## src/rtl/rx_timing_pkg.sv

```systemverilog
// Shared FSM state type and parameter legality checks
// for the RX latency stamper.
package rx_timing_pkg;

  typedef enum logic [1:0] {
    ST_IDLE,
    ST_ARMED,
    ST_DONE
  } rx_state_e;

  function automatic bit width_ok(
    input int dw,
    input int kw
  );
    return (dw >= 64) && (dw % 8 == 0) &&
           (kw == dw / 8);
  endfunction

  function automatic bit stamp_ok(
    input int dw,
    input int cw,
    input int lsb
  );
    return (cw >= 8) && (cw <= 64) &&
           (lsb >= 0) && (lsb + cw <= dw);
  endfunction

  function automatic bit timeout_ok(
    input int          cw,
    input logic [63:0] to
  );
    logic [63:0] maxv;
    if (cw >= 64)
      maxv = 64'hFFFF_FFFF_FFFF_FFFE;
    else
      maxv = (64'd1 << cw) - 64'd2;
    return (to >= 64'd1) && (to <= maxv);
  endfunction

  function automatic bit sync_ok(
    input int ss
  );
    return (ss >= 2) && (ss <= 4);
  endfunction

endpackage

```

## src/rtl/sync_bit.sv

```systemverilog
// Multi-flop single-bit synchroniser.
// Ports: clk, areset (async high), d (async in), q (sync out).
module sync_bit #(
  parameter int STAGES = 2
) (
  input  logic clk,
  input  logic areset,
  input  logic d,
  output logic q
);

  logic [STAGES-1:0] ff;

  always_ff @(posedge clk or posedge areset) begin
    if (areset) ff <= '0;
    else        ff <= {ff[STAGES-2:0], d};
  end

  assign q = ff[STAGES-1];

endmodule

```

## src/rtl/rx_latency_stamper.sv

```systemverilog
// Stamps the first beat after a TX start with the elapsed cycle count.
// Ports: s_axis_* in, m_axis_* out, tx_started req/ack, latency result.
module rx_latency_stamper
  import rx_timing_pkg::*;
#(
  parameter int          AXIS_DATA_WIDTH = 512,
  parameter int          AXIS_KEEP_WIDTH = AXIS_DATA_WIDTH / 8,
  parameter int          CNT_WIDTH       = 48,
  parameter int          STAMP_LSB       = 464,
  parameter logic [63:0] TIMEOUT_CYCLES  = 64'd1 << 20,
  parameter int          SYNC_STAGES     = 2
) (
  input  logic                       clk,
  input  logic                       areset,
  input  logic [AXIS_DATA_WIDTH-1:0] s_axis_tdata,
  input  logic [AXIS_KEEP_WIDTH-1:0] s_axis_tkeep,
  input  logic                       s_axis_tvalid,
  input  logic                       s_axis_tlast,
  output logic                       s_axis_tready,
  output logic [AXIS_DATA_WIDTH-1:0] m_axis_tdata,
  output logic [AXIS_KEEP_WIDTH-1:0] m_axis_tkeep,
  output logic                       m_axis_tvalid,
  output logic                       m_axis_tlast,
  input  logic                       m_axis_tready,
  input  logic                       tx_started_req,
  output logic                       tx_started_ack,
  output logic [CNT_WIDTH-1:0]       latency_out,
  output logic                       latency_valid,
  output logic                       timeout
);

  if (!width_ok(AXIS_DATA_WIDTH, AXIS_KEEP_WIDTH)) begin : g_bad_w
    $error("rx_latency_stamper: bad data/keep width");
  end
  if (!stamp_ok(AXIS_DATA_WIDTH, CNT_WIDTH, STAMP_LSB)) begin : g_bad_s
    $error("rx_latency_stamper: stamp field out of range");
  end
  if (!timeout_ok(CNT_WIDTH, TIMEOUT_CYCLES)) begin : g_bad_t
    $error("rx_latency_stamper: TIMEOUT_CYCLES out of range");
  end
  if (!sync_ok(SYNC_STAGES)) begin : g_bad_y
    $error("rx_latency_stamper: SYNC_STAGES out of range");
  end

  localparam logic [CNT_WIDTH-1:0] CNT_LAST =
    CNT_WIDTH'(TIMEOUT_CYCLES - 64'd1);
  localparam logic [CNT_WIDTH-1:0] CNT_MAX = '1;

  logic                       req_s;
  rx_state_e                  state_q;
  rx_state_e                  state_d;
  logic [CNT_WIDTH-1:0]       cnt_q;
  logic [CNT_WIDTH-1:0]       cnt_d;
  logic                       accept;
  logic                       stamp_en;
  logic                       expire;
  logic [AXIS_DATA_WIDTH-1:0] data_st;

  sync_bit #(
    .STAGES(SYNC_STAGES)
  ) u_req_sync (
    .clk   (clk),
    .areset(areset),
    .d     (tx_started_req),
    .q     (req_s)
  );

  assign s_axis_tready = !m_axis_tvalid || m_axis_tready;
  assign accept   = s_axis_tvalid && s_axis_tready;
  assign stamp_en = (state_q == ST_ARMED) && accept;
  // A beat in the last ARMED cycle beats the timeout.
  assign expire   = (state_q == ST_ARMED) && !accept &&
                    (cnt_q == CNT_LAST);

  always_comb begin
    state_d = state_q;
    cnt_d   = '0;
    unique case (state_q)
      ST_IDLE: begin
        if (req_s) state_d = ST_ARMED;
      end
      ST_ARMED: begin
        if (stamp_en || expire)
          state_d = ST_DONE;
        else if (cnt_q != CNT_MAX)
          cnt_d = cnt_q + CNT_WIDTH'(1);
        else
          cnt_d = cnt_q;
      end
      ST_DONE: begin
        if (!req_s) state_d = ST_IDLE;
      end
      default: state_d = ST_IDLE;
    endcase
  end

  always_ff @(posedge clk or posedge areset) begin
    if (areset) begin
      state_q        <= ST_IDLE;
      cnt_q          <= '0;
      tx_started_ack <= 1'b0;
      latency_out    <= '0;
      latency_valid  <= 1'b0;
      timeout        <= 1'b0;
    end else begin
      state_q        <= state_d;
      cnt_q          <= cnt_d;
      tx_started_ack <= (state_d == ST_DONE);
      latency_valid  <= stamp_en;
      timeout        <= expire;
      if (stamp_en)
        latency_out <= cnt_q;
      else if (expire)
        latency_out <= '1;
    end
  end

  always_comb begin
    data_st = s_axis_tdata;
    if (stamp_en)
      data_st[STAMP_LSB +: CNT_WIDTH] = cnt_q;
  end

  always_ff @(posedge clk or posedge areset) begin
    if (areset)
      m_axis_tvalid <= 1'b0;
    else if (accept)
      m_axis_tvalid <= 1'b1;
    else if (m_axis_tready)
      m_axis_tvalid <= 1'b0;
  end

  always_ff @(posedge clk) begin
    if (accept) begin
      m_axis_tdata <= data_st;
      m_axis_tkeep <= s_axis_tkeep;
      m_axis_tlast <= s_axis_tlast;
    end
  end

endmodule

```

## config.mk

```make
export PLATFORM = sky130hd
export DESIGN_NAME = rx_latency_stamper
export DESIGN_NICKNAME = d
export VERILOG_FILES = /design/src/rtl/rx_timing_pkg.sv /design/src/rtl/sync_bit.sv /design/src/rtl/rx_latency_stamper.sv
export SDC_FILE = /design/constraint.sdc
export NUM_CORES = 1
export LEC_CHECK = 0
export BUFFER_PORTS_ARGS = -buffer_cell sky130_fd_sc_hd__buf_2
export CORE_AREA = 2 2 477 479
export DETAILED_ROUTE_END_ITERATION = 12
export DIE_AREA = 0 0 479 481
export MAX_ROUTING_LAYER = met4
export PLACE_DENSITY = 0.3
export SLEW_MARGIN = 10
export SYNTH_ARGS = -nofsm -noshare
export SYNTH_HDL_FRONTEND = slang
export SYNTH_HIERARCHICAL = 1
export SYNTH_SLANG_ARGS = --single-unit
```

## constraint.sdc

```tcl
create_clock -name clk -period 16.7 [get_ports clk]
set_input_delay 2.505 -clock clk [delete_from_list [all_inputs] [get_ports clk]]
set_output_delay 2.505 -clock clk [all_outputs]
set_load 0.02 [all_outputs]
```

==> flow_metrics.tcl, run 1 <==
set metrics [dict create \
    routed-wl-met3_um 11800 \
    gp_congestion 0.856 \
    p_leak_nw 14.2 \
    vdd_drop_max_mv 0.0775 \
    grt_pass1_wl_um 184000 \
    rr_endpoint "m_axis_tdata[4]" \
    critPathMaxStageDelay_ps 220 \
    nets 3152 \
    hold_path.class "reg -> reg" \
    reg2reg_setup_slack_ps 12730 \
    synth.distinct_cells 49 \
    antenna_found_initial 196 \
    maxCapViolCount 0 \
    grt_start_max_net_pins 132 \
    top_layer "met4" \
    clockBufferDepth 3 \
    cp_data_arrival_time_ps 3030 \
    pre_cts_ws_ps 10350 \
    htreeDepth 3 \
    powerDensity_nw_per_um2 133 \
    drive_gt1_frac 0.520 \
    required_ps 14200 \
    syn_nets 1893 \
    ys.flop_type "edfxtp_1" \
    seq_area_frac_synth 0.864 \
    syn_inst 1310 \
    hold_path_startpoint "u_req_sync/ff[0]" \
    clock_latency_ps 710 \
    post-route-min-period_ps 5540 \
    fill_cells 25074 \
    hold_violations 0 \
    slew_headroom 0.221 \
    grt_usage 0.126 \
    avgSynthCellArea_um2 17.6 \
    core.rowCount 175 \
    clkTransAtPathRegs_ps 60 \
    core-area_um2 226000 \
    hold_end "u_req_sync/ff[1]" \
    synth_most_common_cell "edfxtp_1" \
    die_w_um 479 \
    crit_slowest_cell "buf_2" \
    finalClockSkew_ps 32.0 \
    worst_pin_slew_ps 1160 \
    cp-end-kind "output port" \
    ioPinCount 1212 \
    viasPerCell 3.09 \
    reg2reg_depth 6 \
    grt_pass1_vias 17612 \
    root_buffer "clkbuf_16" \
    wl_per_cell_um 25.8 \
    crit_top_cell "buf_2" \
    area_delta_synth_final_pct 55.3 \
    cp_max_fo 4 \
    drt-initial-drc-count 1075 \
    start_kind "primary input" \
    syn-cell-area_um2 23100 \
    die_y_um 481 \
    max_freq_ghz 0.181 \
    post_cts_buffers 0 \
    routed_wl_um 147000 \
    synth_top_cells_by_count "edfxtp_1, nand2_1, nor2_1, dfrtp_1, a21oi_1" \
    cts_tree "built" \
    io_buffers 1211 \
    drtPass1Iterations 7 \
    cts_resized 0 \
    crit_type "in -> out" \
    die-area_um2 230000 \
    synth_edf_count 577 \
    finalCritPeriodShare 0.332 \
    tns_ps 0 \
    overflow 0 \
    crit_chain "buf_2 > nand2b_1 > buf_2" \
    met2_length_um 75500 \
    slew_violations 0 \
    wl_met1_um 54800 \
    drcViolationCount 0 \
    setup_viol 0 \
    cts_made_buffers 92 \
    synth_area_leaders "edfxtp_1, dfrtp_1, nand2_1" \
    yosys_warnings 6 \
    start_util 0.102 \
    via_count 17567 \
    ctsHoldBuffers 0 \
    postRouteAntennaNets 0 \
    ys_ff_latch 681 \
    layout_setup_ws_ps 11160 \
    cts_sinks 681 \
    worstReg2RegStart "m_axis_tvalid" \
    dp.final_hpwl_um 122000 \
    min_path_cells 0 \
    synth_top_area_cell "edfxtp_1" \
    outcome "finished clean" \
    synth_top_area_frac 0.752 \
    rsz0062_at_grt "no" \
    async_reset_ff_frac 0.153 \
]
-- cells in the final DEF, fill, tap and decap left out, types with 4 or more instances in the layout --
| master | n |
|---|---|
| inv_6 | 7 |
| nand4_1 | 24 |
| edfxtp_1 | 577 |
| clkbuf_1 | 20 |
| clkbuf_16 | 92 |
| xor2_1 | 4 |
| diode_2 | 33 |
| nor2_1 | 110 |
| clkinv_1 | 20 |
| nor3_1 | 9 |
| a21oi_1 | 82 |
| clkinvlp_4 | 4 |
| bufinv_16 | 7 |
| dfrtp_1 | 104 |
| nor4_1 | 22 |
| or3_1 | 22 |
| inv_1 | 6 |
| buf_2 | 1211 |
| clkinv_2 | 14 |
| o31ai_1 | 13 |
| buf_4 | 15 |
| and3_1 | 4 |
| or4_1 | 14 |
| o21ai_0 | 24 |
| nand3_1 | 18 |
| nand2_1 | 164 |
| nand2b_1 | 4 |
| clkinv_4 | 4 |
-- power breakdown --
| group | total (W) | switching (W) | internal (W) |
|---|---|---|---|
| Sequential | 0.00209 | 0.0000743 | 0.00202 |
| Combinational | 0.000702 | 0.000501 | 0.000201 |
| Clock | 0.00198 | 0.000846 | 0.00113 |
-- registers in the layout, indices dropped and copies added (netlist names) --
register and cells:
m_axis_tdata 512, m_axis_tkeep 64, cnt_q 48, latency_out 48, state_q 2, u_req_sync/ff 2
latency_valid 1, m_axis_tlast 1, m_axis_tvalid 1, timeout 1, tx_started_ack 1
-- per-stage QoR --
| step | std cells | power (W) | utilization | instance area [um2] | hold WS, ps |
|---|---|---|---|---|---|
| global route | 5674 | 0.00501 | 0.158 | 35800 | 357 |
| finish | 5688 | 0.00477 | 0.159 | 35800 | 350 |
| CTS | 5655 | 0.00491 | 0.158 | 35700 | 351 |
| floorplan | 1310 | 0.00248 | - | 23100 | 331 |
| detailed placement | 5484 | 0.00287 | 0.145 | 32800 | 337 |
| global placement | 5484 | 0.00286 | 0.145 | 32800 | 335 |
-- kinds of logic (layout without fill, tap and decap cells) --
| kind of cell | count (synthesis) | in the layout | share of synthesized area |
|---|---|---|---|
| AND/OR/NAND/NOR | 409 | 409 | 0.0839 |
| buffers and inverters | 72 | 1408 | 0.0137 |
| AO/OA/AOI/OAI | 139 | 139 | 0.0344 |
| other | 0 | 33 | 0 |
| adder cells (fa/ha/maj) | 1 | 1 | 0.000543 |
| XOR/XNOR | 7 | 7 | 0.00266 |
| flip-flops | 681 | 681 | 0.864 |
| multiplexers | 1 | 1 | 0.000434 |
-- worst max-delay path by stage --
stage	from	end
finish	m_axis_tready	s_axis_tready
global route	m_axis_tready	m_axis_tdata[123]
CTS	m_axis_tready	s_axis_tready
detailed placement	m_axis_tready	m_axis_tdata[143]
global placement	m_axis_tready	m_axis_tdata[262]
floorplan	m_axis_tready	m_axis_tdata[474]
-- area by class of cell --
type / instances / area (um2) / share of cell area
Sequential cell: 681 / 19900 / 0.557
Timing Repair Buffer: 1228 / 6210 / 0.174
Clock inverter: 59 / 564 / 0.0158
Multi-Input combinational cell: 557 / 2820 / 0.0788
Antenna cell: 33 / 82.6 / 0.00231
Clock buffer: 112 / 2380 / 0.0664
Tap cell: 3009 / 3760 / 0.105
Inverter: 9 / 42.5 / 0.00119
-- worst max-delay path, delay by kind of cell --
family                 cells  cell delay, ps
buffers and inverters      2             320
AND/OR/NAND/NOR            1             200
-- per-layer routing --
layer | vias up | track usage
li1 | 7517 | -
met1 | 8552 | 0.136
met2 | 1135 | 0.225
met3 | 363 | 0.0403
met4 | 0 | 0.0250
met5 | - | -
Power figures use the tool's default switching activity.
==> run 2: changes to the inputs <==
==> constraint.sdc (replaced) <==
create_clock -name clk -period 4.6 [get_ports clk]
set_input_delay 0.69 -clock clk [delete_from_list [all_inputs] [get_ports clk]]
set_output_delay 0.69 -clock clk [all_outputs]
set_load 0.02 [all_outputs]
==> flow_metrics.tcl, run 2 (synthesis gave the netlist of run 1 again) <==
set metrics [dict create \
    worst_pin_slew_ps 1200 \
    p_leak_nw 14.3 \
    wl_per_cell_um 26.6 \
    hold_path.class "in -> reg" \
    maxCapViolCount 0 \
    root_buffer "clkbuf_16" \
    finalCritPeriodShare 0.749 \
    ioPinCount 1212 \
    largest_reg_flops 512 \
    via_count 17604 \
    multiInputGateArea_um2 2840 \
    reg_top3 "m_axis_tdata x512, m_axis_tkeep x64" \
    power_w 0.0176 \
    clockBufferDepth 3 \
    slew_violations 0 \
    cts_sinks 681 \
    slew_headroom 0.203 \
    overflow 0 \
    final_cell_count_no_fill 5698 \
    layout_setup_ws_ps 1160 \
    clock_latency_ps 750 \
    gp_congestion 0.800 \
    antenna_found_initial 197 \
    max_freq_ghz 0.290 \
    clkTransAtPathRegs_ps 60 \
    start_kind "register" \
    start_util 0.102 \
    tns_ps 0 \
    fill_cells 25205 \
    nets 3161 \
    cts_tree "built" \
    crit_chain "ha_1 > nand4_1 > or4_4 > or4b_4 > nand3_2 > buf_4 > nor2_1" \
    top_layer "met4" \
    finalClockSkew_ps 70.9 \
    die-area_um2 230000 \
    crit_slowest_cell "or4b_4" \
    grt_pass1_wl_um 188000 \
    seqCellArea_um2 19900 \
    critPathMaxStageDelay_ps 880 \
    io_buffers 1211 \
    die_w_um 479 \
    routed_wl_um 152000 \
    pre_cts_ws_ps 1100 \
    drive_gt1_frac 0.518 \
    htreeDepth 3 \
    dp.final_hpwl_um 127000 \
    post-route-min-period_ps 3440 \
    met2_length_um 78700 \
    core.rowCount 175 \
    cts_made_buffers 94 \
    top_register "m_axis_tdata" \
    vdd_drop_max_mv 0.281 \
    drtPass1Iterations 4 \
    holdWs_ps 112 \
    area_delta_synth_final_pct 56.3 \
    routed-wl-met3_um 14900 \
    grt_start_max_net_pins 139 \
    cp_data_arrival_time_ps 4020 \
    core-area_um2 226000 \
    grt_usage 0.130 \
    rsz0062_at_grt "no" \
    wl_met1_um 53500 \
    outcome "finished clean" \
    grt_pass1_vias 17557 \
    crit_type "reg -> reg" \
    postRouteAntennaNets 0 \
    hold_violations 0 \
    powerDensity_nw_per_um2 489 \
    final_cell_mix "buf_2, edfxtp_1, nand2_1" \
    viasPerCell 3.09 \
    cp-end-kind "register" \
    post_cts_buffers 0 \
    required_ps 5180 \
    dp_cells 5484 \
    drt-initial-drc-count 972 \
    die_y_um 481 \
    final_common_cell "buf_2" \
    cp_max_fo 51 \
    drcViolationCount 0 \
    setup_viol 0 \
]
-- run 2: changes by cell type in the layout (fill, tap and decap cells not counted), sizes merged --
cell	change
clkinv	+9
inv	-9
dlygate4sd3	+7
clkbuf	+5
diode	-2
bufinv	+1
clkinvlp	-1
-- run 2: repair_timing --
action,CTS,global route
hold endpoints to repair,8,0
gates resized for setup,0,0
hold buffers,7,0
endpoints found under the setup margin,0,0
-- run 2: per-layer routing --
metal,up-vias,global-route usage
met5,-,-
met4,0,0.0295
met3,432,0.0517
met2,1171,0.233
met1,8456,0.132
li1,7545,-
-- run 2: cell type report --
class / instances / share of cell area
flip-flops and latches: 681 / 0.553
clock buffers: 117 / 0.0677
well taps: 3009 / 0.104
clock inverters: 59 / 0.0172
repair buffers: 1235 / 0.175
multi-input cells: 557 / 0.0787
diodes: 31 / 0.00215
inverters: 9 / 0.00118
-- run 2: metrics by stage --
stage | area (um2) | util
CTS | 36000 | 0.159
detailed placement | 32800 | 0.145
finish | 36000 | 0.160
floorplan | 23100 | -
global placement | 32800 | 0.145
global route | 36000 | 0.160
-- run 2: final timing paths --
path / from / end / slack (ps) / cells past startpoint
worst max-delay path: cnt_q[0] / cnt_q[0] / 1160 / 7
worst min-delay path: s_axis_tdata[75] / m_axis_tdata[75] / 110 / 1
worst max register to register: cnt_q[0] / cnt_q[0] / 1160 / 7
worst min register to register: u_req_sync/ff[0] / u_req_sync/ff[1] / 350 / 0
max in group asynchronous: areset / m_axis_tvalid / 3040 / 4
min in group asynchronous: areset / u_req_sync/ff[1] / 490 / 3
-- run 2: power by group --
part / leakage (nW) / internal (W) / total (W) / switching [W]
Sequential: 6.84 / 0.00733 / 0.00760 / 0.000262
Clock: 1.48 / 0.00424 / 0.00737 / 0.00313
Combinational: 5.98 / 0.000743 / 0.00264 / 0.00190
Total: 14.3 / 0.0123 / 0.0176 / 0.00529
-- run 2: worst max-delay path, delay by kind of cell, from the launching register on --
family                     cells  cell delay [ps]
DFF                            1              470
adders and majority gates      1              250
buffers and inverters          1              350
and+or+nand+nor                5             2220
